<file path="src/rtl/mec_pkg.sv">
// Shared constants and edge-qualification helper for the multi-channel edge capturer.
package mec_pkg;

  localparam int unsigned MAX_CHANNELS = 32;

  localparam logic [1:0] EDGE_OFF  = 2'b00;
  localparam logic [1:0] EDGE_RISE = 2'b01;
  localparam logic [1:0] EDGE_FALL = 2'b10;
  localparam logic [1:0] EDGE_BOTH = 2'b11;

  // True when a level flip away from old_level is an edge the mode wants reported.
  function automatic logic edge_hit(input logic [1:0] mode, input logic old_level);
    logic hit;
    hit = 1'b0;
    case (mode)
      EDGE_OFF:  hit = 1'b0;
      EDGE_RISE: hit = ~old_level;
      EDGE_FALL: hit = old_level;
      EDGE_BOTH: hit = 1'b1;
      default:   hit = 1'b0;
    endcase
    return hit;
  endfunction

endpackage

</file>
<file path="src/rtl/multi_edge_capturer_edge_channel.sv">
// One capture channel: synchroniser, optional debounce, edge qualify, sticky pending/overrun.
module edge_channel
  import mec_pkg::*;
#(
  parameter int unsigned SYNC_STAGES     = 2,
  parameter int unsigned DEBOUNCE_CYCLES = 0
) (
  input  logic       sys_clk,
  input  logic       sys_rst,
  input  logic       i_raw,
  input  logic [1:0] i_mode,
  input  logic       i_clear,
  input  logic       i_prime,
  output logic       o_level,
  output logic       o_pulse,
  output logic       o_pending,
  output logic       o_overrun
);

  logic [SYNC_STAGES-1:0] r_sync;
  logic                   r_level;
  logic                   r_pulse;
  logic                   r_pending;
  logic                   r_overrun;
  logic                   w_sync;
  logic                   w_flip;

  assign w_sync = r_sync[SYNC_STAGES-1];

  always_ff @(posedge sys_clk) begin
    if (sys_rst) r_sync <= '0;
    else         r_sync <= {r_sync[SYNC_STAGES-2:0], i_raw};
  end

  if (DEBOUNCE_CYCLES == 0) begin : g_bypass
    assign w_flip = (w_sync != r_level);
  end else begin : g_debounce
    localparam int unsigned CNT_W = $clog2(DEBOUNCE_CYCLES + 1);
    logic [CNT_W-1:0] r_cnt;

    // Counts consecutive cycles the synchronised input disagrees with the accepted level.
    always_ff @(posedge sys_clk) begin
      if (sys_rst || i_prime || w_flip) r_cnt <= '0;
      else if (w_sync != r_level)       r_cnt <= r_cnt + CNT_W'(1);
      else                              r_cnt <= '0;
    end

    assign w_flip = (r_cnt == CNT_W'(DEBOUNCE_CYCLES));
  end

  // During prime the level follows the chain so a pre-reset input never looks like an edge.
  always_ff @(posedge sys_clk) begin
    if (sys_rst) begin
      r_level <= 1'b0;
      r_pulse <= 1'b0;
    end else if (i_prime) begin
      r_level <= w_sync;
      r_pulse <= 1'b0;
    end else begin
      r_pulse <= w_flip && edge_hit(i_mode, r_level);
      if (w_flip) r_level <= ~r_level;
    end
  end

  always_ff @(posedge sys_clk) begin
    if (sys_rst) begin
      r_pending <= 1'b0;
      r_overrun <= 1'b0;
    end else begin
      if (r_pulse)      r_pending <= 1'b1;
      else if (i_clear) r_pending <= 1'b0;

      if (i_clear && !r_pulse)                   r_overrun <= 1'b0;
      else if (r_pulse && r_pending && !i_clear) r_overrun <= 1'b1;
    end
  end

  assign o_level   = r_level;
  assign o_pulse   = r_pulse;
  assign o_pending = r_pending;
  assign o_overrun = r_overrun;

endmodule

</file>
<file path="src/rtl/multi_edge_capturer.sv">
// N-channel edge capturer: per-channel capture slices plus shared prime timer and irq.
module multi_edge_capturer
  import mec_pkg::*;
#(
  parameter int unsigned CHANNELS        = 8,
  parameter int unsigned SYNC_STAGES     = 2,
  parameter int unsigned DEBOUNCE_CYCLES = 0
) (
  input  logic                  sys_clk,
  input  logic                  sys_rst,
  input  logic [CHANNELS-1:0]   signal_in,
  input  logic [2*CHANNELS-1:0] edge_mode,
  input  logic [CHANNELS-1:0]   irq_en,
  input  logic [CHANNELS-1:0]   clear,
  output logic [CHANNELS-1:0]   level_out,
  output logic [CHANNELS-1:0]   edge_pulse,
  output logic [CHANNELS-1:0]   pending,
  output logic [CHANNELS-1:0]   overrun,
  output logic                  irq
);

  localparam int unsigned PRIME_W = $clog2(SYNC_STAGES + 2);

  logic [PRIME_W-1:0]  r_prime_cnt;
  logic                r_irq;
  logic                w_prime;
  logic [CHANNELS-1:0] w_pending;

  // Counts down SYNC_STAGES+1 cycles after reset while the chains fill.
  always_ff @(posedge sys_clk) begin
    if (sys_rst)                   r_prime_cnt <= PRIME_W'(SYNC_STAGES + 1);
    else if (r_prime_cnt != '0)    r_prime_cnt <= r_prime_cnt - PRIME_W'(1);
  end

  assign w_prime = (r_prime_cnt != '0);

  for (genvar gi = 0; gi < CHANNELS; gi++) begin : g_ch
    edge_channel #(
      .SYNC_STAGES    (SYNC_STAGES),
      .DEBOUNCE_CYCLES(DEBOUNCE_CYCLES)
    ) u_ch (
      .sys_clk  (sys_clk),
      .sys_rst  (sys_rst),
      .i_raw    (signal_in[gi]),
      .i_mode   (edge_mode[2*gi +: 2]),
      .i_clear  (clear[gi]),
      .i_prime  (w_prime),
      .o_level  (level_out[gi]),
      .o_pulse  (edge_pulse[gi]),
      .o_pending(w_pending[gi]),
      .o_overrun(overrun[gi])
    );
  end

  always_ff @(posedge sys_clk) begin
    if (sys_rst) r_irq <= 1'b0;
    else         r_irq <= |(w_pending & irq_en);
  end

  assign pending = w_pending;
  assign irq     = r_irq;

endmodule
</file>
<file path="config.mk">
export PLATFORM = sky130hd
export DESIGN_NAME = multi_edge_capturer
export DESIGN_NICKNAME = d
export VERILOG_FILES = /design/src/rtl/mec_pkg.sv /design/src/rtl/multi_edge_capturer_edge_channel.sv /design/src/rtl/multi_edge_capturer.sv
export SDC_FILE = /design/constraint.sdc
export NUM_CORES = 1
export LEC_CHECK = 0
export ABC_AREA = 1
export BUFFER_PORTS_ARGS = -buffer_cell sky130_fd_sc_hd__buf_2
export CAP_MARGIN = 20
export CORE_ASPECT_RATIO = 1.75
export CORE_UTILIZATION = 45
export CTS_CLUSTER_DIAMETER = 40
export CTS_CLUSTER_SIZE = 25
export DETAILED_ROUTE_END_ITERATION = 8
export GPL_ROUTABILITY_DRIVEN = 0
export PLACE_DENSITY = 0.75
export SETUP_SLACK_MARGIN = 0.2
export SLEW_MARGIN = 20
export SYNTH_ARGS = -nofsm -noshare
export SYNTH_HDL_FRONTEND = slang
export SYNTH_SLANG_ARGS = --single-unit
</file>
<file path="constraint.sdc">
create_clock -name sys_clk -period 2.3 [get_ports sys_clk]
set_input_delay 0.345 -clock sys_clk [delete_from_list [all_inputs] [get_ports sys_clk]]
set_output_delay 0.345 -clock sys_clk [all_outputs]
set_load 0.05 [all_outputs]
</file>
# [Word level (Yosys, flattened, before mapping)]
# Index checks and enable logic that the tools add are counted.
[op_classes] n_addsub=1 eq_ne=32 mux=56 bitwise_logic=9 reduce_logical=83
[op_table] op="$mux W1" n=48
[op_table] op="$reduce_bool A2 Y1" n=17
[op_table] op="$eq A2 B2 Y1 const B" n=16
[op_table] op="$logic_and A1 B1 Y1" n=32
[op_table] op="$pmux W1 S4" n=8
[op_table] op="$reduce_or A2 Y1" n=9
[op_table] op="$eq A2 B1 Y1 const B" n=8
[op_table] op="$logic_not A1 Y1" n=16
[op_table] op="$logic_not A2 Y1" n=8
[op_table] op="$and A8 B8 Y8" n=1
[op_table] op="$ne A1 B1 Y1" n=8
[op_table] op="$not A1 Y1" n=8
[op_table] op="$reduce_or A8 Y1" n=1
[op_table] op="$sub A2 B1 Y2 const B" n=1
[totals] reg_bits=51 in_bits=42 out_inout_bits=33 word_cells=223

# [Logic depth before layout (Yosys ltp)]
# Gate-level depths: netlist of the first run.
[depth] word_depth=5 ltp_mapped=4 depth_no_buf=4

# [Cells and area by module]
# Synthesis of the first run repeated with hierarchy kept, for this count alone.
[unflattened] hier_cells=258 area_unflattened_um2=1923.1
[modules_own_cells] mod="edge_channel" instances=8 cells_per_inst=29 area_each_um2=220.2 seq_area_each_um2=120.1
[modules_own_cells] mod="multi_edge_capturer" instances=1 cells_per_inst=26 area_each_um2=161.4 seq_area_each_um2=60.1

# [Worst setup path after synthesis of the first run]
# OpenSTA, ideal clock, no wires.
[synth_timing] path_type="flip-flop to output port" startpoint="register r_irq, in the netlist irq" endpoint="output port irq" arrival_ns=0.587 required_time_ns=1.955 path_slack_ns=1.368 path_stages_with_launch=1 n_path_buf=0 path_cell_list="dfxtp_1"
[synth_lines] item="start: declaration" line_no="multi_edge_capturer.sv:25" text="logic r_irq;"
[synth_lines] item="start signal: assignment" line_no="multi_edge_capturer.sv:57" text="else r_irq <= |(w_pending & irq_en);"
[synth_lines] item="end: declaration" line_no="multi_edge_capturer.sv:19" text="output logic irq"
# No word-level cell between the ends.

# [Final worst setup path of the first run]
[layout_timing] startpoint="register g_ch[5].u_ch.r_pending" endpoint="output port pending[5]"
[layout_lines] item="start: declaration" line_no="multi_edge_capturer_edge_channel.sv:23" text="logic r_pending;"
[layout_lines] item="start signal: assignment" line_no="multi_edge_capturer_edge_channel.sv:67" text="r_pending <= 1'b0;"
[layout_lines] item="start signal: assignment" line_no="multi_edge_capturer_edge_channel.sv:70" text="if (r_pulse) r_pending <= 1'b1;"
[layout_lines] item="start signal: assignment" line_no="multi_edge_capturer_edge_channel.sv:71" text="else if (i_clear) r_pending <= 1'b0;"
[layout_lines] item="end: declaration" line_no="multi_edge_capturer.sv:17" text="output logic [CHANNELS-1:0] pending,"
# No word-level cell between the ends.

==> results.yml, run 1 <==
status:
  status: "completed"
cts:
  cts.root.buffer_cell: "sky130_fd_sc_hd__clkbuf_8"
  cts_htree_levels: 2
  postCtsSetupBuffers: 0
  clk_path_buf_depth: 2
  numCtsBuffers: 5
  insertion_delay_ps: 300
  tritoncts: "built"
  cts_repair_resize_count: 0
  cts_hold_repair.buffers: 0
  cts.sinks: 51
  worst_setup_hold_path_clk_slew_ps: 90
cells_and_area:
  area_growth_syn_to_layout_pct: 13.76
  insertedDiodeCount: 0
  finish.cell_count_without_fillers: 336
  finish.net_count: 329
  layout_cell_share_with_drive_strength_beyond_1: 0.3206
flow_run:
  maxCapViolations: 0
floorplan:
  die_height_um: 89.79
  dieArea_mm2: 0.004684
  die_x_um: 52.17
  floorplan.initialDensity: 0.4731
  coreArea_mm2: 0.004189
  rows: 31
  boundaryPins: 75
pwr:
  p_seq_frac: 0.578
  powerDensity_mw_per_mm2: 704.8
  comb_power_share: 0.076
  p_sw_frac: 0.2266
  portion_of_total_power_attributed_to_the_clock_network: 0.346
  net_switching_power_mw: 0.3600
  leakagePower_nw: 1.133
  intPower_mw: 1.229
  power_mw: 1.589
  peakVddDrop_mv: 0.5660
logic_synthesis:
  synth.top_cells.by_count: "51 x sky130_fd_sc_hd__dfxtp_1, 42 x sky130_fd_sc_hd__nor2_1, 35 x sky130_fd_sc_hd__a21oi_1, 35 x sky130_fd_sc_hd__inv_1, 32 x sky130_fd_sc_hd__buf_4"
  ys_ff_latch: 51
  syn_avg_cell_area_um2: 8.258
  post_synth_num_cell_types: 14
  synth_seq_area_share: 0.5152
  yosysWarningCount: 0
  synth-edff-count: 0
  leading_cell_types_by_total_area_after_synthesis: "sky130_fd_sc_hd__dfxtp_1 52%, sky130_fd_sc_hd__buf_4 12%, sky130_fd_sc_hd__a21oi_1 8.8%"
  gate_count_post_synth: 240
  ys.flop_type: "sky130_fd_sc_hd__dfxtp_1"
  synth.net_count: 283
  asyncSetResetFlopFracSynth: 0
  synth.most_common_cell: "sky130_fd_sc_hd__dfxtp_1"
  netlist.area_leader.share: 0.5152
  netlist.top_cell.by_area: "sky130_fd_sc_hd__dfxtp_1"
  synth.cell_area_mm2: 0.001982
global_route:
  pin_count_of_the_biggest_net_entering_global_routing: 22
  grt_first_pass_wirelength_um: 5244
  grt_total_ovfl: 0
  grt_usage: 0.1530
  grt_pass1_vias: 1294
  initial_antenna_violation_count: 0
critical_path:
  critical_path_cell_count: 1
  critical_path.endpoint_type: "output pin"
  worst_ep_arrival_time_ps: 980
  crit-reg2reg-launch: "r_prime_cnt[0]"
  cpMaxStageDelayCell: "sky130_fd_sc_hd__dfxtp_1"
  r2r_setup_slack_ps: 1260
  critical_path.cell_chain: "buf_2"
  critical_path_peak_fanout: 4
  critical_path.max_stage_delay_ps: 400
  class_of_the_most_critical_setup_path: "register to output pin"
  critPathRequiredTime_ps: 1960
  timing.critical_path.buf_inv: 1
  setup.worst_path.start: "g_ch[5].u_ch.o_pending"
  worst_setup_path_endpoint: "pending[5]"
  r2r-end: "g_ch[2].u_ch.o_pulse"
  setup.worst_path.start_class: "register"
  cell_family_with_the_largest_share_of_critical_path_delay: "flip-flops"
  r2r.worst_path.cells: 4
timing:
  setup_repair_after_global_routing_missed_its_margin: "no"
  timing.final.hold_violations: 0
  worst_clock_skew_ps: 8.711
  worstMarginPinSlew_ps: 257.6
  max_fclk_mhz: 752.8
  final.period_utilization: 0.5775
  setup-tns-final_ps: 0
  slew_viol_final: 0
  final.min_clock_period_ps: 1328
  timing.slew.headroom: 0.8294
  setup_viol: 0
  fin_hold_ws_ps: 238.8
  final_critical_path_setup_slack_ps: 971.7
detailed_routing:
  routed_via_density: 4.452
  remaining_drc_errors: 0
  detail_route.wl_per_cell_um: 10.13
  detailedRoute.firstPassIterationCount: 4
  detailroute.via_count: 1496
  postRouteAntennaNets: 0
  routed_wl_um: 3404
  detailedRoute.firstIterationViolations: 3
placement:
  place_hpwl_um: 2670
  port-buffer-count: 74
  numPlacedInstances: 328
  place_ws_ps: 1246
min_path:
  holdCritPathClass: "input pin to register"
[logic make-up after synthesis]
logic type	Yosys count	synth area share
AOI/OAI and AO/OA	37	0.09344
adders and majority gates	1	0.006312
buffers and inverters	72	0.2064
DFF	51	0.5152
and+or+nand+nor	79	0.1787
[cells in the final DEF, fill, tap and decap left out, drive strengths merged]
| master | count |
|---|---|
| buf | 76 |
| dfxtp | 51 |
| nor2 | 42 |
| inv | 35 |
| a21oi | 35 |
| nand2 | 21 |
| nand3 | 8 |
| nor3 | 8 |
| clkbuf | 7 |
| o21ai | 2 |
| ha | 1 |
| clkinvlp | 1 |
[routing by layer]
layer	wire length, um	part of all wire	GRT usage	vias up
li1	-	-	-	795
met1	1292	0.38	0.1395	647
met2	1816	0.53	0.2810	47
met3	201	0.059	0.05245	7
met4	93	0.027	0.07456	0
met5	0	0	0	-
[sequential cells by signal, indices dropped and copies added, names as in the netlist]
name / flops
g_ch.u_ch.o_pending: 8
r_prime_cnt: 2
g_ch.u_ch.o_pulse: 8
g_ch.u_ch.r_sync: 16
g_ch.u_ch.o_overrun: 8
irq: 1
g_ch.u_ch.o_level: 8
[power groups by stage]
stage          Combinational [mW]  Sequential [mW]  Clock [mW]
6_report                    0.120            0.918       0.550
5_1_grt                     0.136            0.922       0.601
4_1_cts                     0.123            0.918       0.561
3_5_place_dp                0.122            0.939           0
3_3_place_gp                0.119            0.939           0
2_1_floorplan              0.0815            0.937           0
[stage by stage]
stage	utilization	cell area (um2)
6_report	0.5382	2255
5_1_grt	0.5382	2255
4_1_cts	0.5382	2255
3_5_place_dp	0.5134	2151
3_3_place_gp	0.5134	2151
2_1_floorplan	-	1982
[how the worst min path moves through the flow]
stage                                       from                      to  slack (ps)  cells past startpoint
after floorplan           g_ch[0].u_ch.r_sync[0]  g_ch[0].u_ch.r_sync[1]         390                      2
after global placement    g_ch[5].u_ch.r_sync[0]  g_ch[5].u_ch.r_sync[1]         390                      2
after detailed placement  g_ch[1].u_ch.r_sync[0]  g_ch[1].u_ch.r_sync[1]         390                      2
after CTS                           signal_in[6]  g_ch[6].u_ch.r_sync[0]         230                      3
after global routing                signal_in[4]  g_ch[4].u_ch.r_sync[0]         240                      3
final                               signal_in[6]  g_ch[6].u_ch.r_sync[0]         240                      3
[final cells by class]
| type | count | area, um2 |
|---|---|---|
| repair buffers | 76 | 385.4 |
| multi-input cells | 117 | 551.8 |
| clock buffers | 7 | 96.34 |
| flip-flops and latches | 51 | 1021 |
| clock inverters | 1 | 7.507 |
| well taps | 49 | 61.31 |
| fillers | 435 | 1934 |
| inverters | 35 | 131.4 |
Note: power is estimated with default switching activity, not from simulation.
==> inputs of run 2 (changes only) <==
--- a/config.mk
+++ b/config.mk
@@ -9,7 +9,7 @@
 export BUFFER_PORTS_ARGS = -buffer_cell sky130_fd_sc_hd__buf_2
 export CAP_MARGIN = 20
 export CORE_ASPECT_RATIO = 1.75
-export CORE_UTILIZATION = 45
+export CORE_UTILIZATION = 43
 export CTS_CLUSTER_DIAMETER = 40
 export CTS_CLUSTER_SIZE = 25
 export DETAILED_ROUTE_END_ITERATION = 8
==> constraint.sdc (replaced) <==
create_clock -name sys_clk -period 1.1 [get_ports sys_clk]
set_input_delay 0.165 -clock sys_clk [delete_from_list [all_inputs] [get_ports sys_clk]]
set_output_delay 0.165 -clock sys_clk [all_outputs]
set_load 0.05 [all_outputs]
==> results.yml, run 2 (synthesis results as in run 1) <==
cts:
  cts.root.buffer_cell: "sky130_fd_sc_hd__clkbuf_8"
  cts_htree_levels: 2
  tritoncts: "built"
  insertion_delay_ps: 310
  numCtsBuffers: 5
  clk_path_buf_depth: 2
  cts.sinks: 51
  worst_setup_hold_path_clk_slew_ps: 90
timing:
  setup_viol: 0
  worstMarginPinSlew_ps: 221.0
  timing.slew.headroom: 0.8527
  max_fclk_mhz: 1006
  setup-tns-final_ps: 0
  setup_repair_after_global_routing_missed_its_margin: "yes"
  slew_viol_final: 0
  final.period_utilization: 0.9038
  timing.final.hold_violations: 0
  worst_clock_skew_ps: 4.828
  final.min_clock_period_ps: 994.2
cells_and_area:
  finish.net_count: 363
  fillers: 329
  final_design_area_no_fill_mm2: 0.003024
  mostFrequentLayoutCells: "41 x sky130_fd_sc_hd__buf_2, 40 x sky130_fd_sc_hd__nor2_1, 35 x sky130_fd_sc_hd__buf_4, 34 x sky130_fd_sc_hd__dfxtp_2"
  multi_input_comb_area_um2: 669.4
  mostFrequentLayoutCell: "sky130_fd_sc_hd__buf_2"
  insertedDiodeCount: 0
  largest_register: "g_ch.u_ch.r_sync"
  seqCellArea_mm2: 0.001067
  max_reg_flops: 16
  area_growth_syn_to_layout_pct: 52.59
  layout_cell_share_with_drive_strength_beyond_1: 0.5794
global_route:
  initial_antenna_violation_count: 0
  grt_first_pass_wirelength_um: 7424
  grt_usage: 0.2115
  grt_total_ovfl: 0
  grt_pass1_vias: 1690
  pin_count_of_the_biggest_net_entering_global_routing: 16
pwr:
  leakagePower_nw: 1.418
  power_mw: 3.651
  powerDensity_mw_per_mm2: 1207
  peakVddDrop_mv: 0.9045
detailed_routing:
  detail_route.wl_per_cell_um: 13.10
  postRouteAntennaNets: 0
  detailroute.via_count: 1684
  detailedRoute.firstIterationViolations: 13
  routed_via_density: 4.527
  detailedRoute.firstPassIterationCount: 4
  routed_wl_um: 4873
  remaining_drc_errors: 0
floorplan:
  dieArea_mm2: 0.004895
  die_x_um: 53.32
  boundaryPins: 75
  rows: 32
  floorplan.initialDensity: 0.4500
  die_height_um: 91.81
  coreArea_mm2: 0.004404
critical_path:
  worst_ep_arrival_time_ps: 830
  critical_path.cell_chain: "buf_8"
  cpMaxStageDelayCell: "sky130_fd_sc_hd__dfxtp_2"
  critPathRequiredTime_ps: 940
  crit-reg2reg-launch: "g_ch[1].u_ch.o_pending"
  timing.critical_path.buf_inv: 1
  r2r.worst_path.cells: 5
  setup.worst_path.start_class: "register"
  r2r_setup_slack_ps: 180
  critical_path.endpoint_type: "output pin"
  class_of_the_most_critical_setup_path: "register to output pin"
  critical_path_peak_fanout: 2
  cell_family_with_the_largest_share_of_critical_path_delay: "flip-flops"
  r2r-end: "irq"
  critical_path.max_stage_delay_ps: 370
flow_run:
  maxCapViolations: 0
placement:
  port-buffer-count: 74
  place_hpwl_um: 2678
  area_after_detailed_placement_mm2: 0.002163
min_path:
  holdCritPathClass: "input pin to register"
  worst_hold_startpoint: "signal_in[1]"
  hold_path_end: "g_ch[1].u_ch.r_sync[0]"
  holdPathStages: 3
status:
  status: "completed"
## run 2: worst max-delay path by stage
stage	startpoint	end	slack, ps	cells past startpoint
final	g_ch[1].u_ch.o_pulse	edge_pulse[1]	110	1
after detailed placement	r_prime_cnt[0]	g_ch[4].u_ch.o_pulse	130	4
after CTS	g_ch[5].u_ch.o_level	level_out[5]	100	1
after global placement	r_prime_cnt[0]	r_prime_cnt[0]	200	4
after floorplan	r_prime_cnt[0]	r_prime_cnt[0]	230	4
after global routing	g_ch[0].u_ch.o_level	level_out[0]	80	1
## run 2: final cells by class
type / instances / area share
Timing Repair Buffer: 110 / 0.3223
Multi-Input combinational cell: 117 / 0.2213
Tap cell: 51 / 0.02110
Sequential cell: 51 / 0.3529
Clock buffer: 6 / 0.02731
Inverter: 35 / 0.04344
Clock inverter: 2 / 0.01158
## run 2: worst register-to-register path, delay by kind of cell (launching register included)
kind	cells	cell delay [ps]
simple gates	3	260
flops	1	340
compound gates	1	80
buf+inv	1	140
## run 2: report_power, final
| group | internal [mW] | switching (mW) | leakage (nW) |
|---|---|---|---|
| sequential | 1.90 | 0.0279 | 0.432 |
| clock | 0.736 | 0.607 | 0.0612 |
| combinational | 0.177 | 0.204 | 0.925 |
| total | 2.81 | 0.839 | 1.42 |
## run 2: what timing repair did
action	in CTS	in global routing
endpoints found under the setup margin	43	45
buffers inserted	30	3
gates resized for setup	137	32
pin swaps	0	7
hold buffers	0	0
## run 2: per-stage QoR
step	std cells	worst slack [ps]	hold WS (ps)	utilization
finish	372	105.8	45.87	0.6866
global route	372	80.91	44.41	0.6866
CTS	369	103.9	42.76	0.6571
detailed placement	331	129.8	369.6	0.4912
global placement	331	203.9	361.7	0.4912
floorplan	240	229.9	272.0	-
## run 2: metal layers
layer / track usage / wire length, um
met4: 0.1228 / 173
met3: 0.04809 / 200
met1: 0.1996 / 1607
met2: 0.3854 / 2892
met5: 0 / 0
